===== config.mk =====
export PLATFORM = sky130hd
export DESIGN_NAME = fetch_unit
export DESIGN_NICKNAME = d
export VERILOG_FILES = /design/src/rtl/fetch_unit_pkg.sv /design/src/rtl/fetch_buffer.sv /design/src/rtl/fetch_unit.sv
export SDC_FILE = /design/constraint.sdc
export NUM_CORES = 1
export LEC_CHECK = 0
export CAP_MARGIN = 20
export CORE_MARGIN = 3
export CORE_UTILIZATION = 45
export CTS_BUF_LIST = sky130_fd_sc_hd__clkbuf_8 sky130_fd_sc_hd__clkbuf_16
export CTS_CLUSTER_SIZE = 25
export DETAILED_ROUTE_END_ITERATION = 8
export PLACE_DENSITY = 0.71
export SLEW_MARGIN = 20
export SYNTH_ARGS = -nofsm -noshare
export SYNTH_HDL_FRONTEND = slang
export SYNTH_SLANG_ARGS = --single-unit

===== constraint.sdc =====
create_clock -name clk -period 8 [get_ports clk]
set_clock_uncertainty 0.15 [all_clocks]
set_input_delay 0.8 -clock clk [delete_from_list [all_inputs] [get_ports clk]]
set_output_delay 0.8 -clock clk [all_outputs]
set_load 0.02 [all_outputs]

===== src/rtl/fetch_unit_pkg.sv =====
// Shared types and constants for the instruction fetch stage.
package fetch_unit_pkg;

  localparam int unsigned FETCH_PC_W = 32;
  localparam logic [3:0]  OPC_NOOP   = 4'hF;
  localparam logic [31:0] NOOP_WORD  = {OPC_NOOP, 28'h0};

  typedef struct packed {
    logic [FETCH_PC_W-1:0] pc;
    logic [31:0]           word;
  } fetch_entry_t;

  typedef enum logic [1:0] {
    ST_IDLE,
    ST_REQ,
    ST_DROP
  } req_state_e;

endpackage


===== src/rtl/fetch_buffer.sv =====
// Small circular FIFO of fetched {pc, word} entries; clear has priority over push/pop.
module fetch_buffer
  import fetch_unit_pkg::*;
#(
  parameter int unsigned DEPTH = 2
) (
  input  logic                   clk,
  input  logic                   rst,
  input  logic                   i_push,
  input  fetch_entry_t           i_entry,
  input  logic                   i_pop,
  input  logic                   i_clear,
  output fetch_entry_t           o_head,
  output logic                   o_full,
  output logic                   o_empty,
  output logic [$clog2(DEPTH):0] o_count
);

  localparam int unsigned PTR_W = $clog2(DEPTH);
  localparam int unsigned CNT_W = PTR_W + 1;

  fetch_entry_t     r_mem [DEPTH];
  logic [PTR_W-1:0] r_wr;
  logic [PTR_W-1:0] r_rd;
  logic [CNT_W-1:0] r_count;
  logic             w_do_push;
  logic             w_do_pop;

  assign o_empty   = (r_count == '0);
  assign o_full    = (r_count == CNT_W'(DEPTH));
  assign o_count   = r_count;
  assign o_head    = r_mem[r_rd];
  assign w_do_pop  = i_pop && !o_empty;
  // A pop in the same cycle frees the slot, so push into a full buffer is allowed then.
  assign w_do_push = i_push && (!o_full || w_do_pop);

  always_ff @(posedge clk or posedge rst) begin
    if (rst) begin
      r_wr    <= '0;
      r_rd    <= '0;
      r_count <= '0;
    end else if (i_clear) begin
      r_wr    <= '0;
      r_rd    <= '0;
      r_count <= '0;
    end else begin
      if (w_do_push) r_wr <= r_wr + PTR_W'(1);
      if (w_do_pop)  r_rd <= r_rd + PTR_W'(1);
      r_count <= r_count + CNT_W'(w_do_push) - CNT_W'(w_do_pop);
    end
  end

  always_ff @(posedge clk) begin
    if (w_do_push && !i_clear) r_mem[r_wr] <= i_entry;
  end

endmodule


===== src/rtl/fetch_unit.sv =====
// Fetch stage: PC generation, req/ack imem handshake, instruction buffer and decoder output register.
module fetch_unit
  import fetch_unit_pkg::*;
#(
  parameter int unsigned       ADDR_W    = 32,
  parameter int unsigned       BUF_DEPTH = 2,
  parameter logic [ADDR_W-1:0] RESET_PC  = '0
) (
  input  logic              clk,
  input  logic              rst_async,
  output logic              imem_req,
  output logic [ADDR_W-1:0] imem_addr,
  input  logic              imem_ack,
  input  logic [31:0]       imem_rdata,
  input  logic              redirect,
  input  logic [ADDR_W-1:0] redirect_pc,
  input  logic              stall,
  input  logic              fetch_skip,
  output logic [31:0]       instruction,
  output logic [ADDR_W-1:0] instr_pc,
  output logic              flush
);

  localparam int unsigned CNT_W = $clog2(BUF_DEPTH) + 1;

  if (BUF_DEPTH < 2 || (BUF_DEPTH & (BUF_DEPTH - 1)) != 0) begin : g_bad_depth
    $error("fetch_unit: BUF_DEPTH must be a power of two and at least 2");
  end
  if (ADDR_W > FETCH_PC_W) begin : g_bad_addr_w
    $error("fetch_unit: ADDR_W exceeds the buffered PC width");
  end

  req_state_e        r_state;
  req_state_e        w_state_next;
  logic [ADDR_W-1:0] r_fetch_pc;
  logic [ADDR_W-1:0] w_fetch_pc_next;
  logic [ADDR_W-1:0] r_pend_pc;
  logic [ADDR_W-1:0] w_pend_pc_next;
  logic [31:0]       r_instr;
  logic [ADDR_W-1:0] r_instr_pc;

  fetch_entry_t      w_push_entry;
  fetch_entry_t      w_head;
  logic              w_buf_full;
  logic              w_buf_empty;
  logic [CNT_W-1:0]  w_buf_count;
  logic [CNT_W-1:0]  w_count_next;
  logic              w_push_valid;
  logic              w_bypass;
  logic              w_buf_push;
  logic              w_pop;
  logic              w_space;

  assign imem_req    = (r_state != ST_IDLE);
  assign imem_addr   = r_fetch_pc;
  assign flush       = redirect;
  assign instruction = r_instr;
  assign instr_pc    = r_instr_pc;

  // An empty buffer forwards the acked word straight to the output register (ack N -> word N+1).
  assign w_push_valid = (r_state == ST_REQ) && imem_ack && !redirect;
  assign w_pop        = !redirect && !stall && !fetch_skip && !w_buf_empty;
  assign w_bypass     = w_push_valid && !stall && !fetch_skip && w_buf_empty;
  assign w_buf_push   = w_push_valid && !w_bypass;
  assign w_count_next = redirect ? '0
                                 : w_buf_count + CNT_W'(w_buf_push) - CNT_W'(w_pop);
  assign w_space      = (w_count_next < CNT_W'(BUF_DEPTH));
  assign w_push_entry = '{pc: FETCH_PC_W'(r_fetch_pc), word: imem_rdata};

  fetch_buffer #(
    .DEPTH (BUF_DEPTH)
  ) u_buf (
    .clk     (clk),
    .rst     (rst_async),
    .i_push  (w_buf_push),
    .i_entry (w_push_entry),
    .i_pop   (w_pop),
    .i_clear (redirect),
    .o_head  (w_head),
    .o_full  (w_buf_full),
    .o_empty (w_buf_empty),
    .o_count (w_buf_count)
  );

  // While a dropped request is outstanding the redirect target waits in r_pend_pc,
  // keeping imem_addr stable until the ack.
  always_comb begin
    w_state_next    = r_state;
    w_fetch_pc_next = r_fetch_pc;
    w_pend_pc_next  = r_pend_pc;
    unique case (r_state)
      ST_IDLE: begin
        if (redirect) w_fetch_pc_next = redirect_pc;
        w_state_next = w_space ? ST_REQ : ST_IDLE;
      end
      ST_REQ: begin
        if (imem_ack) begin
          w_fetch_pc_next = redirect ? redirect_pc : r_fetch_pc + ADDR_W'(4);
          w_state_next    = w_space ? ST_REQ : ST_IDLE;
        end else if (redirect) begin
          w_pend_pc_next = redirect_pc;
          w_state_next   = ST_DROP;
        end
      end
      ST_DROP: begin
        if (redirect) w_pend_pc_next = redirect_pc;
        if (imem_ack) begin
          w_fetch_pc_next = redirect ? redirect_pc : r_pend_pc;
          w_state_next    = w_space ? ST_REQ : ST_IDLE;
        end
      end
      default: w_state_next = ST_IDLE;
    endcase
  end

  always_ff @(posedge clk or posedge rst_async) begin
    if (rst_async) begin
      r_state    <= ST_IDLE;
      r_fetch_pc <= RESET_PC;
      r_pend_pc  <= RESET_PC;
    end else begin
      r_state    <= w_state_next;
      r_fetch_pc <= w_fetch_pc_next;
      r_pend_pc  <= w_pend_pc_next;
    end
  end

  always_ff @(posedge clk or posedge rst_async) begin
    if (rst_async) begin
      r_instr    <= NOOP_WORD;
      r_instr_pc <= RESET_PC;
    end else if (redirect) begin
      r_instr <= NOOP_WORD;
    end else if (stall) begin
      r_instr <= r_instr;
    end else if (fetch_skip) begin
      r_instr <= NOOP_WORD;
    end else if (!w_buf_empty) begin
      r_instr    <= w_head.word;
      r_instr_pc <= w_head.pc[ADDR_W-1:0];
    end else if (w_bypass) begin
      r_instr    <= imem_rdata;
      r_instr_pc <= r_fetch_pc;
    end else begin
      r_instr <= NOOP_WORD;
    end
  end

  a_no_push_when_full: assert property (@(posedge clk) disable iff (rst_async)
    !(w_buf_push && w_buf_full));

endmodule


==> metrics.cfg <==
[power]
power_uw=5130
ir_drop_mv=0.214
p_leak_uw=0.00539
powerDensity_nw_per_um2=352

[floorplanning]
start_util=0.461
chipWidth_um=167
die_area_um2=28000
fp.dieH_um=167
core_area_um2=25400
pin_count=168
rows=58

[sta]
fin_crit_ns=3.44
worst_slew_pin_slew_ns=1.07
slew_headroom=0.279
layout_worst_path_cycle_share=0.430
drv_slew=0
final-setup-viol-count=0
max_freq_mhz=291
tns_ns=0
rsz0062_at_grt=no
final-hold-violation-count=0
setup_slack_ns=4.56

[cts]
cts_tree=built
clock_latency_ns=0.54
cts_sinks=262
root_buffer=clkbuf_16
cts_buffers=28
clk_pin_slew_ns=0.06
post_cts_resized=0
clock_path_buffers=3
cts_hold_buf=0
postCtsSetupBuffers=0
ctsHtreeMaxLevel=1

[placement]
placed_area_um2=13600
dpl.cell_count=1410
place_ws_ns=4.05
port_buffers=167
dp_hpwl_um=18200
gp_congestion=0.790

[synthesis]
postSynthAreaPerCell_um2=12.0
ys_seq_elements=262
async_flop_share=0.511
synthCells=973
yosysWarnings=0
netlist_area_um2=11700
synth_cell_types=62
synth-edff-count=128
dominantRegCellSynth=dfrtp_1
yosysSeqAreaShare=0.615
synth_fp_nets=1052

[global_route]
antenna_found_initial=0
grt_max_degree=81
grt_pass1_vias=7981
overflow=0
track_usage=0.196
grt_pass1_wl_um=44900

[finish]
final_area_um2=14600
multi_input_area_um2=4180
fin_nets=1190
regArea_um2=7210
diodes=0
area_growth_pct=24.4
drive_gt1_frac=0.0944
layout.cells.non_filler=1463
nFillCells=2123

[setup_path]
path_cells=inv_1 > ha_1 > nand2_1 > nor3_1 > and2_2 > buf_4
cp-start-kind=register
cp-end-kind=register
cp-startpoint=r_state[1]$_DFFE_PP0P_
worst-path-buf-inv=2
worstPathMaxFanout=64
path_delay_family=simple AND/OR/NAND/NOR gates
slowest_stage=buf_4
slowest_delay_ns=0.68
path_class=reg -> reg
required_ns=8.01
reg2reg_from=r_state[1]$_DFFE_PP0P_
cp.arrival_ns=3.45

[job]
maxCapViolCount=0

[detailed_routing]
firstDrtPassIters=5
wl_met2_um=13200
wl_per_cell_um=19.3
ant_nets=0
wl_met3_um=1460
wirelength_um=28300
highest_layer=met4
vias=8280
drt-vias-per-instance=5.66
drc=0
dr.first_iter.drc_count=683
wl_met1_um=13000

[run_status]
outcome=finished clean

[hold_path]
hp-start=instr_pc[18]$_DFFE_PP0P_
worstHoldPathType=reg -> reg

==> final timing paths <==
kind,cells after the start,slack [ns],end
min,2,0.32,instr_pc[18]$_DFFE_PP0P_
max in group asynchronous,3,5.74,u_buf.r_rd$_DFFE_PP0P_
max reg2reg,6,4.56,u_buf.r_mem[1][61]$_DFFE_PP_
min in group asynchronous,2,0.64,instr_pc[27]$_DFFE_PP0P_
min reg2reg,2,0.32,instr_pc[18]$_DFFE_PP0P_
max,6,4.56,u_buf.r_mem[1][61]$_DFFE_PP_
==> synth_stat cells (all sizes together), types with 8 or more instances <==
| cell | count | area [um^2] |
|---|---|---|
| dfrtp | 130 | 3250 |
| edfxtp | 128 | 3840 |
| o21ai | 99 | 495 |
| nor2 | 73 | 274 |
| mux2i | 72 | 721 |
| nand2 | 63 | 236 |
| a21oi | 55 | 275 |
| a22oi | 38 | 285 |
| clkbuf | 38 | 143 |
| mux2 | 36 | 405 |
| buf | 31 | 163 |
| inv | 14 | 52.6 |
| nand3 | 14 | 70.1 |
| nand4 | 14 | 103 |
| a31oi | 13 | 81.3 |
| nand2b | 10 | 62.6 |
| nor2b | 10 | 62.6 |
| ha | 9 | 113 |
| nor3 | 9 | 45.0 |
| nor4 | 9 | 83.8 |
| or3 | 9 | 56.3 |
| a211oi | 8 | 60.1 |
| xor2 | 8 | 70.1 |
==> layout make-up <==
cell class	instances	share of cell area
flip-flops and latches	262	0.495
multi-input cells	627	0.287
repair buffers	177	0.120
clock buffers	29	0.0491
well taps	330	0.0284
clock inverters	23	0.0163
inverters	15	0.00421
==> metal layers <==
layer,up-vias,GRT usage
li1,3913,-
met1,4079,0.290
met2,250,0.312
met3,38,0.0276
met4,0,0.0452
met5,-,0
==> power breakdown <==
part | switching (uW) | leakage (uW) | total (uW) | internal [uW]
Combinational | 933 | 0.00205 | 1680 | 752
Sequential | 354 | 0.00284 | 2130 | 1780
Clock | 510 | 0.000504 | 1310 | 804
Total | 1800 | 0.00539 | 5130 | 3330
==> flip-flops by register name, indices dropped and copies added, names as in the netlist <==
signal and cells:
u_buf.r_mem 128, u_buf.o_count 2, imem_addr 32, instr_pc 32, u_buf.r_rd 1, r_state 2
u_buf.r_wr 1, r_pend_pc 32, instruction 32
==> worst reg2reg max path, stage by stage, from the launching register on <==
cell	delay, ns
dfrtp_1	0.42
inv_1	0.10
ha_1	0.66
nand2_1	0.36
nor3_1	0.43
and2_2	0.21
buf_4	0.68
==> logic make-up after synthesis <==
| family | Yosys count | synth area share |
|---|---|---|
| DFF | 262 | 0.615 |
| AOI/OAI and AO/OA | 258 | 0.135 |
| and+or+nand+nor | 237 | 0.101 |
| muxes | 108 | 0.0962 |
| buffers and inverters | 84 | 0.0309 |
| xor gates and xnor gates | 15 | 0.0112 |
| adders and majority gates | 9 | 0.00962 |
==> cells in the final DEF (no fill, tap or decap), drive strengths merged, types with 4 or more instances in the layout <==
cell type / Yosys / layout
mux2i: 72 / 72
ha: 9 / 9
a221oi: 4 / 4
nor3: 9 / 9
mux2: 36 / 36
clkinv: 1 / 10
a22oi: 38 / 38
a211oi: 8 / 8
dfstp: 4 / 4
nand3: 14 / 14
xor2: 8 / 8
o21ai: 99 / 99
and4: 6 / 6
o31ai: 4 / 4
buf: 31 / 11
clkdlybuf4s50: 0 / 166
o211ai: 4 / 4
inv: 14 / 23
edfxtp: 128 / 128
and3: 6 / 6
nand4: 14 / 14
xnor2: 7 / 7
nor2b: 10 / 10
clkbuf: 38 / 29
a21oi: 55 / 55
nor4: 9 / 9
a221o: 6 / 6
nor2: 73 / 73
bufinv: 0 / 5
a31oi: 13 / 13
nand2b: 10 / 10
nand2: 63 / 63
or3: 9 / 9
o22ai: 4 / 4
dfrtp: 130 / 130
==> metrics by stage <==
stage / hold WS, ns / util
floorplan: 0.296 / -
global placement: 0.310 / 0.535
detailed placement: 0.320 / 0.535
CTS: 0.332 / 0.573
global route: 0.359 / 0.573
finish: 0.325 / 0.573
Note: power is estimated with default switching activity, not from simulation.
==> edit (config.mk and constraints unchanged) <==
Change the parameter `BUF_DEPTH` from 2 to 4.
--- a/src/rtl/fetch_unit.sv
+++ b/src/rtl/fetch_unit.sv
@@ -3,7 +3,7 @@
   import fetch_unit_pkg::*;
 #(
   parameter int unsigned       ADDR_W    = 32,
-  parameter int unsigned       BUF_DEPTH = 2,
+  parameter int unsigned       BUF_DEPTH = 4,
   parameter logic [ADDR_W-1:0] RESET_PC  = '0
 ) (
   input  logic              clk,
Function: changed (a bounded check fails within 4 cycles, from zero or initial values and one cycle with rst_async high).
==> edit against the original RTL <==
- count of clock-buffer cells in the layout is 12 higher
- critical path depth is 2 higher
- register-to-register slack better by 0.55 ns
- synthesized area is 41% higher
- global-route usage is 0.40 points higher
- total power is 33% higher
- wire length is 39% higher
- cell area is 37% higher
- setup slack worse by 0.077 ns
- sequential cell count is 131 higher
- critical endpoint is now imem_addr[16]
- largest power group unchanged
==> edit: results (changes against the original RTL) <==
stage	metric	value	unit	change
final_layout	Fill cells	2914		was 2123
power	worst ir drop on vdd	0.219	mV	was 0.214 mV
yosys	Synth area leaders	edfxtp_1, dfrtp_1, mux4_2, mux2_2, nand2_1		was edfxtp_1, dfrtp_1, mux2i_1, o21ai_0, mux2_2
final_layout	max reg flops	256		was 128
yosys	Main synth FF type	edfxtp_1		was dfrtp_1
yosys	Mapped Nets	1201		was 1052
clock_network	Clk Latency, worst-skew pair	0.52	ns	was 0.54 ns
grt	first-pass GRT wire length	60900	um	was 44900 um
grt	pin count of the biggest net entering global routing	71		was 81
yosys	Synth top cells by count	edfxtp_1, dfrtp_1, nand2_1		was dfrtp_1, edfxtp_1, o21ai_0
run_status	outcome	completed		unchanged
worst_setup_path	R2R Setup Slk	5.11	ns	was 4.56 ns
yosys	number of synthesized flops with an enable pin	256		was 128
yosys	post-synthesis adder-cell area fraction	0.0110		was 0.00962
clock_network	cts bufs inserted	40		was 28
grt	overall routing resource usage	0.200		was 0.196
sta	Hold WS	0.311	ns	was 0.325 ns
yosys	Synth Area in Compound Gates	0.0966		was 0.135
hold_path	Worst Hold Path EP	instruction[11]		was instr_pc[18]
placed_design	GPL Wtd Cong	0.806		was 0.790
yosys	xor and xnor area share after synthesis	0.00741		was 0.0112
power	leakage	7.03	nW	was 5.39 nW
final_layout	share of cells above drive strength 1	0.156		was 0.0944
worst_setup_path	worst reg-to-reg path cell count	9		was 6
clock_network	CTS H-tree lvls	2		was 1
worst_setup_path	R2R Path End	imem_addr[16]		was u_buf.r_mem[1][61]
worst_setup_path	Crit path arrival time	3.73	ns	was 3.45 ns
sta	Worst slew margin	0.332		was 0.279
detailed_routing	drt pass-1 iters	6		was 5
placed_design	DP HPWL	24300	um	was 18200 um
detailed_routing	WL/cell	22.2	um	was 19.3 um
worst_setup_path	Max FO, Critical Path	40		was 64
final_layout	Nets	1357		was 1190
[edit: kinds of logic (layout without fill, tap and decap cells)]
logic type      count (synthesis)  after routing
compound gates                251            251
xor+xnor                       14             14
fa+ha+maj                      14             14
buf+inv                        92            280
flops                         393            393
mux                           105            105
simple gates                  248            248
[edit: cell type report]
class                           instances  area [sq um]  share of cell area
Timing Repair Buffer                  187          1820              0.0916
Multi-Input combinational cell        632          5030               0.253
Tap cell                              461           577              0.0290
Inverter                               19          76.3             0.00384
Clock inverter                         33           228              0.0115
Clock buffer                           41          1030              0.0516
Sequential cell                       393         11100               0.560
[edit: worst max path at each step]
stage               slack (ns)            endpoint       from
floorplan                 3.39        imem_addr[0]  rst_async
global placement          4.00  u_buf.r_mem[2][57]   redirect
detailed placement        3.94  u_buf.r_mem[3][57]   redirect
CTS                       4.48   u_buf.r_mem[3][4]   redirect
global route              4.28  u_buf.r_mem[2][29]   redirect
finish                    4.49       imem_addr[16]   redirect
[edit: layer usage]
metal | vias up | routed length, um | GRT usage
li1 | 4649 | - | -
met1 | 5248 | 16000 | 0.278
met2 | 403 | 19500 | 0.336
met3 | 82 | 2700 | 0.0277
met4 | 0 | 964 | 0.0537
met5 | - | 0 | 0
[edit: through the flow]
step / util / setup slack [ns] / std cells
floorplan: - / 3.39 / 1117
global placement: 0.519 / 4.00 / 1692
detailed placement: 0.519 / 3.94 / 1692
CTS: 0.554 / 4.48 / 1766
global route: 0.554 / 4.28 / 1766
finish: 0.554 / 4.49 / 1766
[edit: power breakdown]
part	switching (mW)	internal, mW
clock	0.755	1.03
combinational	1.13	0.886
sequential	0.438	2.62
[edit: critical path: stages]
cell and delay, ns:
clkdlybuf4s50_1 0.45, buf_4 0.42, clkinv_1 0.67, a221o_1 0.49, buf_4 0.26, or3_2 0.44
o21ai_0 0.09, a31oi_1 0.08
